--- src/rtl/alk_qseq.sv ---
// alk_qseq: sequenced Q register with multi-step left/right shifts over a
// selectable field (byte/word/long/quad), with shift-in and shift-out routed
// through open-drain Q_SIO pad taps at bits {63,31,15,7,0}.
// Optional feature macro: ALK_QSEQ_ROTATE_EN (adds rot_h; internal rotate
// that keeps the pads released).
//
// Handshake: start_h is accepted only in IDLE and latches dsize_h, dir_shr_h
// and step_cnt_h (plus rot_h when built in). busy_h is high for exactly one
// cycle per step. done_h pulses for the single cycle after the final step.
// start_h and q_load_h are ignored while busy_h or done_h is high.
module alk_qseq #(
    parameter int DATA_W = 32,
    parameter int CNT_W  = 7
) (
    input  logic              clk_h,
    input  logic              reset_h,
    input  logic [1:0]        dsize_h,
    input  logic              q_load_h,
    input  logic [DATA_W-1:0] q_load_data_h,
    input  logic              start_h,
    input  logic              dir_shr_h,
    input  logic [CNT_W-1:0]  step_cnt_h,
`ifdef ALK_QSEQ_ROTATE_EN
    input  logic              rot_h,
`endif
    output logic              busy_h,
    output logic              done_h,
    output logic [DATA_W-1:0] q_h,
    input  logic [4:0]        q_sio_in_l,
    output logic [4:0]        q_sio_out_l
);

    typedef enum logic [1:0] {
        S_IDLE = 2'd0,
        S_RUN  = 2'd1,
        S_DONE = 2'd2
    } state_t;

    state_t            state;
    state_t            state_nx;
    logic [DATA_W-1:0] q;
    logic [CNT_W-1:0]  cnt;
    logic [1:0]        size_q;
    logic              dir_q;
    logic              rot_q;

    // Size decode, shift data and pad values
    logic [1:0]        dsize_eff;
    logic [DATA_W-1:0] field_mask;
    logic [DATA_W-1:0] msb_hot;
    logic [2:0]        msb_tap;
    logic              out_bit;
    logic              in_bit;
    logic [2:0]        in_tap;
    logic [2:0]        out_tap;
    logic [DATA_W-1:0] q_shift;

    // With a 32-bit Q the quad size collapses to long everywhere
    assign dsize_eff = (DATA_W == 32 && dsize_h == 2'b11) ? 2'b10 : dsize_h;

    // Active field mask, its msb one-hot and the pad tap serving that msb
    always_comb begin
        field_mask = '1;
        msb_hot    = DATA_W'(64'h8000_0000_0000_0000);
        msb_tap    = 3'd4;
        case (size_q)
            2'b00: begin
                field_mask = DATA_W'(64'h0000_0000_0000_00FF);
                msb_hot    = DATA_W'(64'h0000_0000_0000_0080);
                msb_tap    = 3'd1;
            end
            2'b01: begin
                field_mask = DATA_W'(64'h0000_0000_0000_FFFF);
                msb_hot    = DATA_W'(64'h0000_0000_0000_8000);
                msb_tap    = 3'd2;
            end
            2'b10: begin
                field_mask = DATA_W'(64'h0000_0000_FFFF_FFFF);
                msb_hot    = DATA_W'(64'h0000_0000_8000_0000);
                msb_tap    = 3'd3;
            end
            default: begin
                field_mask = '1;
                msb_hot    = DATA_W'(64'h8000_0000_0000_0000);
                msb_tap    = 3'd4;
            end
        endcase
    end

    // One shift step of the active field; bits above the field are held
    always_comb begin
        out_bit = dir_q ? q[0] : |(q & msb_hot);
        in_tap  = dir_q ? msb_tap : 3'd0;
        out_tap = dir_q ? 3'd0 : msb_tap;
        in_bit  = rot_q ? out_bit : ~q_sio_in_l[in_tap];
        if (dir_q) begin
            q_shift = (q & ~field_mask) | ((q & field_mask) >> 1)
                    | (in_bit ? msb_hot : '0);
        end else begin
            q_shift = (q & ~field_mask) | ((q << 1) & field_mask)
                    | DATA_W'(in_bit);
        end
    end

    // Open-drain pad drive: only the shift-out tap, only while running
    always_comb begin
        q_sio_out_l = 5'b11111;
        if (state == S_RUN && !rot_q) begin
            q_sio_out_l[out_tap] = ~out_bit;
        end
    end

    // State register
    always_ff @(posedge clk_h or posedge reset_h) begin
        if (reset_h) begin
            state <= S_IDLE;
        end else begin
            state <= state_nx;
        end
    end

    // Next-state logic
    always_comb begin
        state_nx = state;
        case (state)
            S_IDLE:  if (start_h) state_nx = S_RUN;
            S_RUN:   if (cnt == CNT_W'(1)) state_nx = S_DONE;
            S_DONE:  state_nx = S_IDLE;
            default: state_nx = S_IDLE;
        endcase
    end

    // Q, step counter and latched controls
    always_ff @(posedge clk_h or posedge reset_h) begin
        if (reset_h) begin
            q      <= '0;
            cnt    <= '0;
            size_q <= 2'b00;
            dir_q  <= 1'b0;
        end else begin
            case (state)
                S_IDLE: begin
                    if (q_load_h) q <= q_load_data_h;
                    if (start_h) begin
                        size_q <= dsize_eff;
                        dir_q  <= dir_shr_h;
                        cnt    <= (step_cnt_h == '0) ? CNT_W'(DATA_W) : step_cnt_h;
                    end
                end
                S_RUN: begin
                    q   <= q_shift;
                    cnt <= cnt - CNT_W'(1);
                end
                default: ;
            endcase
        end
    end

`ifdef ALK_QSEQ_ROTATE_EN
    // Rotate mode latched with the other controls
    always_ff @(posedge clk_h or posedge reset_h) begin
        if (reset_h) begin
            rot_q <= 1'b0;
        end else if (state == S_IDLE && start_h) begin
            rot_q <= rot_h;
        end
    end
`else
    assign rot_q = 1'b0;
`endif

    assign busy_h = (state == S_RUN);
    assign done_h = (state == S_DONE);
    assign q_h    = q;

endmodule

--- config.mk ---
export PLATFORM = sky130hd
export DESIGN_NAME = alk_qseq
export DESIGN_NICKNAME = d
export VERILOG_FILES = /design/src/rtl/alk_qseq.sv
export SDC_FILE = /design/constraint.sdc
export NUM_CORES = 1
export LEC_CHECK = 0
export BUFFER_PORTS_ARGS = -buffer_cell sky130_fd_sc_hd__buf_2
export CAP_MARGIN = 10
export CELL_PAD_IN_SITES_DETAIL_PLACEMENT = 1
export CELL_PAD_IN_SITES_GLOBAL_PLACEMENT = 1
export CORE_MARGIN = 3
export CORE_UTILIZATION = 37
export DETAILED_ROUTE_END_ITERATION = 8
export GPL_ROUTABILITY_DRIVEN = 1
export PLACE_DENSITY = 0.84
export SKIP_LAST_GASP = 1
export SLEW_MARGIN = 0
export SYNTH_ARGS = -nofsm -noshare
export SYNTH_HDL_FRONTEND = slang
export SYNTH_SLANG_ARGS = --single-unit
--- constraint.sdc ---
create_clock -name clk_h -period 2.3 [get_ports clk_h]
set_input_delay 0.115 -clock clk_h [delete_from_list [all_inputs] [get_ports clk_h]]
set_output_delay 0.115 -clock clk_h [all_outputs]
set_load 0.01 [all_outputs]
==> results of run 1 <==
-- repair_timing --
item	CTS	global route
hold buffers	1	0
setup buffers	0	2
endpoints found under the setup margin	0	7
hold endpoints to repair	25	0
gates resized for setup	0	6
-- path summary, 6_finish.rpt --
kind | startpoint | to | depth (start not counted)
min in group asynchronous | reset_h | async pin | 3
hold / removal | dir_shr_h | dir_q | 3
max in group asynchronous | reset_h | async pin | 4
hold reg to reg | cnt[5] | cnt[5] | 1
setup / recovery | size_q[1] | q_sio_out_l[3] | 8
setup reg to reg | size_q[0] | flop | 7
-- cells by family (layout without fill, tap and decap cells) --
| group | Yosys count | in the layout | synth area share, % |
|---|---|---|---|
| compound gates | 96 | 96 | 22.1 |
| fa+ha+maj | 7 | 7 | 3.22 |
| mux | 29 | 29 | 11.7 |
| simple gates | 96 | 96 | 17.0 |
| flops | 44 | 44 | 40.4 |
| buf+inv | 32 | 118 | 5.56 |
-- critical path, cell delays in order (launching register included) --
cell,delay [ps]
dfrtp_1,410
inv_1,160
ha_2,290
a222oi_1,130
buf_4,160
nor4_2,300
buf_4,180
nand3_1,80
buf_2,140
-- cell usage in the layout, fill, tap and decap left out, types with 2 or more instances in the layout --
cell type,synthesis,layout
buf_2,16,89
nor2_2,1,2
a21oi_2,1,2
o21ai_1,11,11
nand4_1,2,2
a221o_1,3,3
nor2b_1,2,2
clkbuf_8,0,6
nor3_1,12,12
mux2_2,21,21
ha_1,7,5
nand2b_1,3,2
o21ai_0,7,7
inv_1,10,8
nor2_1,37,36
nor4_2,2,2
o211ai_1,3,3
dfrtp_2,0,2
nand2_1,21,21
and2_1,2,2
nor4_1,2,2
buf_4,1,7
a211oi_1,2,2
nand3_1,6,6
a22oi_1,21,21
a31o_2,2,2
inv_2,2,4
a21oi_1,38,37
a31oi_1,2,2
dfrtp_1,44,42
mux2i_1,7,7
-- stage by stage --
| stage | instances | total power (uW) | hold slack [ps] | util, % | setup slack [ps] |
|---|---|---|---|---|---|
| after global routing | 486 | 5980 | 29.2 | 48.9 | -90.1 |
| final | 486 | 5440 | 39.5 | 48.9 | 35.0 |
| after global placement | 475 | 4560 | 211 | 46.5 | 399 |
| after floorplan | 304 | 3790 | 232 | - | 559 |
| after detailed placement | 475 | 4740 | 213 | 46.5 | 224 |
| after CTS | 484 | 5390 | 27.4 | 48.4 | 31.7 |
-- where the power goes --
| part | internal, uW | switching, uW |
|---|---|---|
| logic | 1420 | 1770 |
| clock network | 355 | 278 |
| registers | 1190 | 442 |
| total | 2960 | 2490 |
-- layout make-up --
cell class / instances / area (um^2)
fillers: 881 / 3570
multi-input cells: 228 / 1500
flip-flops and latches: 44 / 1100
repair buffers: 98 / 528
well taps: 96 / 120
clock buffers: 6 / 82.6
inverters: 12 / 45.0
clock inverters: 2 / 38.8
-- metal layers --
metal	share of wire, %	up-vias	track usage [%]
met1	44	1349	26.4
met2	49	73	34.6
met3	5.0	13	2.87
met5	0	-	0
met4	1.8	0	6.31
li1	-	1276	-
==> impl_metrics.yaml, run 1 <==
run_status:
  outcome: "complete, no violations"
clock_network:
  ctsLongestPathBuffers: 2
  numClockSinks: 44
  clkTransAtPathRegs_ps: 90
  clk_latency_ps: 300
  cts_root_buf: "clkbuf_8"
  cts_tree: "built"
  cts_buffers: 5
  htreeDepth: 2
route:
  wl_um: 8390
  wl_per_cell_um: 17.3
  via_count: 2711
  drtAntennaViolNets: 0
  vias_per_cell: 5.58
  first_pass_iters: 5
  drc: 0
  drt-initial-drc-count: 150
sta:
  fin_tns_setup_ps: 0
  hold_viol_final: 0
  fin_crit_ps: 2270
  slew_viol_final: 0
  fin_crit_sh_pct: 98.5
  finClkSkew_ps: 12.6
  slew_headroom_pct: 44.3
  finalSetupViolCount: 0
  worst_pin_slew_ps: 833
  timing.fmax_mhz: 441
pwr:
  power.density_nw_per_um2: 1600
  peakVddDrop_uv: 649
  p_leak_uw: 0.00152
floorplan:
  rows: 30
  die_h_um: 91.8
  fp.coreArea_um2: 6980
  ios: 90
  initial_utilization_pct: 39.0
  die_w_um: 91.8
  fp.dieArea_um2: 8430
layout:
  synthToLayoutAreaGrowth_pct: 25.3
  design_area_um2: 3410
  drive_gt1_share_pct: 37.2
  diodes: 0
  nNetsFinal: 447
placed_design:
  portBuffers: 89
  hpwlAfterDp_um: 6140
  place_area_um2: 3250
  routabilityCongestion: 0.812
global_routing:
  track_usage_pct: 20.2
  grt_antenna_before_repair: 0
  grt_pass1_vias: 2827
  grt_overflow: 0
  grt_pass1_wl_um: 13900
  grt_max_degree: 39
critical_path:
  crit_type: "flop to primary output"
  critPathCaptureType: "primary output"
  crit_path_max_fanout: 4
  crit_required_ps: 2180
  r2r_setup_slack_ps: 280
  cp-start-kind: "flop"
  cp.arrival_ps: 2150
synth:
  ys_ff_latch: 44
  synthMostInstantiatedCell: "dfrtp_1"
  synth.distinct_cells: 45
  seq_area_frac_synth_pct: 40.4
  avgSynthCellArea_um2: 8.96
  synthFlopType: "dfrtp_1"
  syn-num-nets: 362
  syn_area_um2: 2720
  synth_top_cell_area_share_pct: 40.4
  postSynthCellCount: 304
  synth_common_cells: "dfrtp_1 (44), a21oi_1 (38), nor2_1 (37)"
  yosys_warnings: 0
  async_flop_share_pct: 100
  synth_top_area_cell: "dfrtp_1"
  synth.area.top_cells: "dfrtp_1 (40%), mux2_2 (8.7%), a21oi_1 (7.0%), a22oi_1 (5.8%), nor2_1 (5.1%)"
  synth_edf_count: 0
hold_path:
  min-delay-path-class: "primary input to flop"
flow_run:
  drv_cap: 0
Note: power is estimated with default switching activity, not from simulation.
==> inputs of run 2 (changes only) <==
MAX_ROUTING_LAYER = met4   (was default)
==> run 2 against run 1 <==
Against the previous run: routed wire length up 0.31%; critical path depth unchanged; sequential power about the same; global-route usage up 0.62 points; via count down 0.37%; critical endpoint unchanged; largest power group unchanged.
==> impl_metrics.yaml, run 2 (synthesis gave the netlist of run 1 again) <==
run_status:
  outcome: "complete, no violations"
critical_path:
  critPathTopFamily: "buffers and inverters"
  crit_required_ps: 2180
  crit_type: "flop to primary output"
  cp-start-kind: "flop"
  crit_path_max_fanout: 4
  cp.arrival_ps: 2160
  path_cells: "inv_1 -> ha_2 -> a222oi_1 -> buf_4 -> nor4_2 -> buf_4 -> nand3_1 -> buf_2"
  slowest_stage: "dfrtp_1"
  cp_common_cell: "buf_4"
  slowest_delay_ps: 410
  critPathCaptureType: "primary output"
  crit_buf_inv: 4
sta:
  finalSetupViolCount: 0
  fin_crit_sh_pct: 98.8
  fin_crit_ps: 2270
  finClkSkew_ps: 10.5
  fin_tns_setup_ps: 0
  timing.fmax_mhz: 440
  worst_pin_slew_ps: 829
  hold_viol_final: 0
  slew_headroom_pct: 44.6
  slew_viol_final: 0
  whs_ps: 38.9
global_routing:
  grt_max_degree: 39
  grt_overflow: 0
  grt_pass1_wl_um: 13900
  grt_antenna_before_repair: 0
  grt_pass1_vias: 2821
  track_usage_pct: 20.8
clock_network:
  cts_tree: "built"
  ctsLongestPathBuffers: 2
  clkTransAtPathRegs_ps: 90
  numClockSinks: 44
  clk_latency_ps: 300
  htreeDepth: 2
  cts_root_buf: "clkbuf_8"
  cts_buffers: 5
placed_design:
  hpwlAfterDp_um: 6140
  routabilityCongestion: 0.824
  place_area_um2: 3250
  portBuffers: 89
floorplan:
  rows: 30
  fp.dieArea_um2: 8430
  initial_utilization_pct: 39.0
  fp.coreArea_um2: 6980
  ios: 90
  die_h_um: 91.8
  die_w_um: 91.8
layout:
  synthToLayoutAreaGrowth_pct: 25.3
  utilization_pct: 48.9
  design_area_um2: 3410
  final_cell_mix: "buf_2 (89), dfrtp_1 (42), a21oi_1 (37)"
  drive_gt1_share_pct: 37.2
  diodes: 0
  nNetsFinal: 447
  mostFrequentLayoutCell: "buf_2"
route:
  first_pass_iters: 4
  wl_um: 8420
  drt-initial-drc-count: 138
  wl_per_cell_um: 17.3
  drtAntennaViolNets: 0
  drc: 0
  via_count: 2701
  vias_per_cell: 5.56
hold_path:
  min-delay-path-class: "primary input to flop"
pwr:
  peakVddDrop_uv: 649
  power.density_nw_per_um2: 1590
  power_uw: 5440
  p_leak_uw: 0.00152
flow_run:
  drv_cap: 0
[run 2: cell counts in the layout (fill, tap and decap cells not counted)]
No cell type changed its count.
[run 2: cell type report]
cell class                 instances  area [um^2]
clock buffer                       6         82.6
timing repair buffer              98          528
fill                             881         3570
multi-input combinational        228         1500
tap                               96          120
sequential                        44         1100
inverter                          12         45.0
clock inverter                     2         38.8
[run 2: what timing repair did]
action                                  4_1_cts  5_1_grt
buffers inserted                              0        2
endpoints found under the hold margin        25        0
endpoints found under the setup margin        0        7
gates resized for setup                       0        6
hold buffers                                  1        0
[run 2: worst paths after layout]
path | startpoint | end | slack (ps) | cells past startpoint
max | size_q[1] | q_sio_out_l[3] | 30 | 8
min | dir_shr_h | dir_q | 40 | 3
max reg2reg | size_q[0] | flop | 270 | 7
min reg2reg | cnt[5] | cnt[5] | 500 | 1
max in group asynchronous | reset_h | async pin | 1190 | 4
min in group asynchronous | reset_h | async pin | 420 | 3
[run 2: worst register-to-register path: cells and delay by family (launching register included)]
family / cells / cell delay [ps]
and+or+nand+nor: 3 / 560
AOI/OAI and AO/OA: 2 / 450
buffers and inverters: 1 / 100
DFF: 1 / 450
adders and majority gates: 1 / 390
[run 2: through the flow]
step                      setup WS (ps)  std cells
after floorplan                     559        304
after global placement              399        475
after detailed placement            224        475
after CTS                          31.7        484
after global routing              -90.2        486
final                              27.9        486
[run 2: layer usage]
metal | track usage (%) | vias up | routed length, um
li1 | - | 1276 | -
met1 | 26.6 | 1344 | 3670
met2 | 34.4 | 71 | 4210
met3 | 2.87 | 10 | 409
met4 | 6.31 | 0 | 131
met5 | - | - | 0
[run 2: power by group]
group,internal [uW],total (uW),switching [uW]
Sequential,1190,1630,443
Clock,355,632,276
Combinational,1420,3180,1770
==> inputs of run 3 (changes only) <==
PLACE_DENSITY = default   (was 0.84)
PLACE_DENSITY_LB_ADDON = 0.1   (was default)
==> run 3 against run 2 <==
Against the previous run: the flow now finishes with violations (negative hold slack); design area down 1.7%; count of clock-buffer cells in the layout up 1; sequential power hardly changed; critical endpoint is now q_sio_out_l[2]; routed wire length fell by 7.0%; non-clock buffer count stayed put; die area is the same; clock power down 18%; critical path depth fell by 2; worst setup slack gained 160 ps; register-to-register slack improved by 100 ps; global-route usage is 1.2 points lower.
==> impl_metrics.yaml, run 3 (synthesis gave the netlist of run 1 again) <==
run_status:
  outcome: "complete, but fails checks"
  violations: "negative hold slack"
flow_run:
  drv_cap: 0
route:
  wl_per_cell_um: 16.1
  drt-initial-drc-count: 63
  wl_um: 7830
  first_pass_iters: 4
  via_count: 2648
  drtAntennaViolNets: 0
  vias_per_cell: 5.45
  drc: 0
hold_path:
  min-delay-path-class: "primary input to async pin"
clock_network:
  ctsLongestPathBuffers: 2
  cts_root_buf: "clkbuf_8"
  cts_hold_buf: 0
  clk_latency_ps: 300
  cts_tree: "built"
  numClockSinks: 44
  post_cts_buffers: 0
  clkTransAtPathRegs_ps: 90
  htreeDepth: 2
  cts_buffers: 5
floorplan:
  die_h_um: 91.8
  rows: 30
  die_w_um: 91.8
  initial_utilization_pct: 39.0
  ios: 90
  fp.dieArea_um2: 8430
  fp.coreArea_um2: 6980
placed_design:
  hpwlAfterDp_um: 5740
  pre_cts_ws_ps: 281
  portBuffers: 89
  routabilityCongestion: 0.803
  dp.cells: 478
sta:
  finalSetupViolCount: 0
  slew_headroom_pct: 44.0
  slew_viol_final: 0
  fin_crit_ps: 2110
  rsz0062_at_grt: "false"
  worst_slack_ps: 190
  finClkSkew_ps: 6.81
  whs_ps: -25.0
  worst_pin_slew_ps: 839
  hold_viol_final: 37
  fin_tns_setup_ps: 0
  timing.fmax_mhz: 474
  fin_crit_sh_pct: 91.7
global_routing:
  grt_max_degree: 39
  grt_pass1_wl_um: 13200
  grt_use_met3_pct: 2.71
  grt_antenna_before_repair: 0
  grt_pass1_vias: 2670
  gr-usage-met2_pct: 31.9
  grt_overflow: 0
  busiest_layer: "met2"
  grt_use_met1_pct: 25.8
  track_usage_pct: 19.6
critical_path:
  slowest_stage: "dfrtp_2"
  cp-start-kind: "flop"
  crit_path_max_fanout: 8
  crit_start: "size_q[0]"
  r2r-start: "size_q[0]"
  path_cells: "inv_1 -> ha_1 -> a222oi_1 -> nor4_2 -> nand3_1 -> buf_2"
  cp.arrival_ps: 1990
  r2r_setup_slack_ps: 370
  reg2reg_depth: 7
  slowest_delay_ps: 460
  crit_type: "flop to primary output"
  crit_required_ps: 2180
  critPathCaptureType: "primary output"
layout:
  diodes: 0
  finalNonFillerCells: 486
  drive_gt1_share_pct: 36.4
  fillers: 883
  register_area_um2: 1100
  nNetsFinal: 447
  utilization_pct: 48.1
  mostFrequentLayoutCell: "buf_2"
  synthToLayoutAreaGrowth_pct: 23.2
  final_cell_mix: "buf_2 (89), dfrtp_1 (42), a21oi_1 (37)"
  multi_input_area_um2: 1480
pwr:
  intPower_uw: 2800
  power_switching_uw: 2390
  power.density_nw_per_um2: 1550
  netSwitchingFraction_pct: 46.1
  peakVddDrop_uv: 504
  p_seq_share_pct: 32.0
  p_leak_uw: 0.00150
  clkPwrFrac_pct: 10.0
  p_comb_share_pct: 58.0
-- run 3: worst max-delay path by stage --
stage	slack (ps)	end	cells past startpoint
6_report	190	q_sio_out_l[2]	6
5_1_grt	40	q_sio_out_l[3]	6
4_1_cts	130	q_sio_out_l[2]	6
3_5_place_dp	280	flop	8
3_3_place_gp	390	flop	8
2_1_floorplan	560	flop	7
-- run 3: cell type report --
type | count | area share (%)
well taps | 96 | 3.58
inverters | 12 | 1.34
flip-flops and latches | 44 | 32.9
clock inverters | 1 | 0.224
multi-input cells | 228 | 44.1
repair buffers | 98 | 15.3
clock buffers | 7 | 2.57
-- run 3: timing repair --
| action | CTS | global route |
|---|---|---|
| hold endpoints to repair | 0 | 0 |
| resized for setup | 0 | 2 |
| endpoints found under the setup margin | 0 | 4 |
-- run 3: routing by layer --
| layer | wire length (um) | up-vias |
|---|---|---|
| li1 | - | 1271 |
| met1 | 3650 | 1307 |
| met3 | 341 | 9 |
| met5 | 0 | - |
| met4 | 81 | 0 |
| met2 | 3750 | 61 |
-- run 3: worst max-delay path: cells and delay by family, from the launching register on --
kind	cells	cell delay (ps)
and+or+nand+nor	2	390
DFF	1	460
adders and majority gates	1	360
buffers and inverters	2	300
AOI/OAI and AO/OA	1	180
-- run 3: per-stage QoR --
| step | total power, uW | area (um^2) |
|---|---|---|
| CTS | 5240 | 3350 |
| global route | 5720 | 3360 |
| finish | 5190 | 3360 |
| floorplan | 3790 | 2720 |
| global placement | 4610 | 3260 |
| detailed placement | 4700 | 3260 |
-- run 3: power groups by stage --
stage                     Sequential (uW)  Clock [uW]  Combinational [uW]
after CTS                            1660         534                3040
after floorplan                      1640           0                2150
after detailed placement             1680           0                3030
after global placement               1670           0                2940
final                                1660         520                3010
after global routing                 1750         569                3410
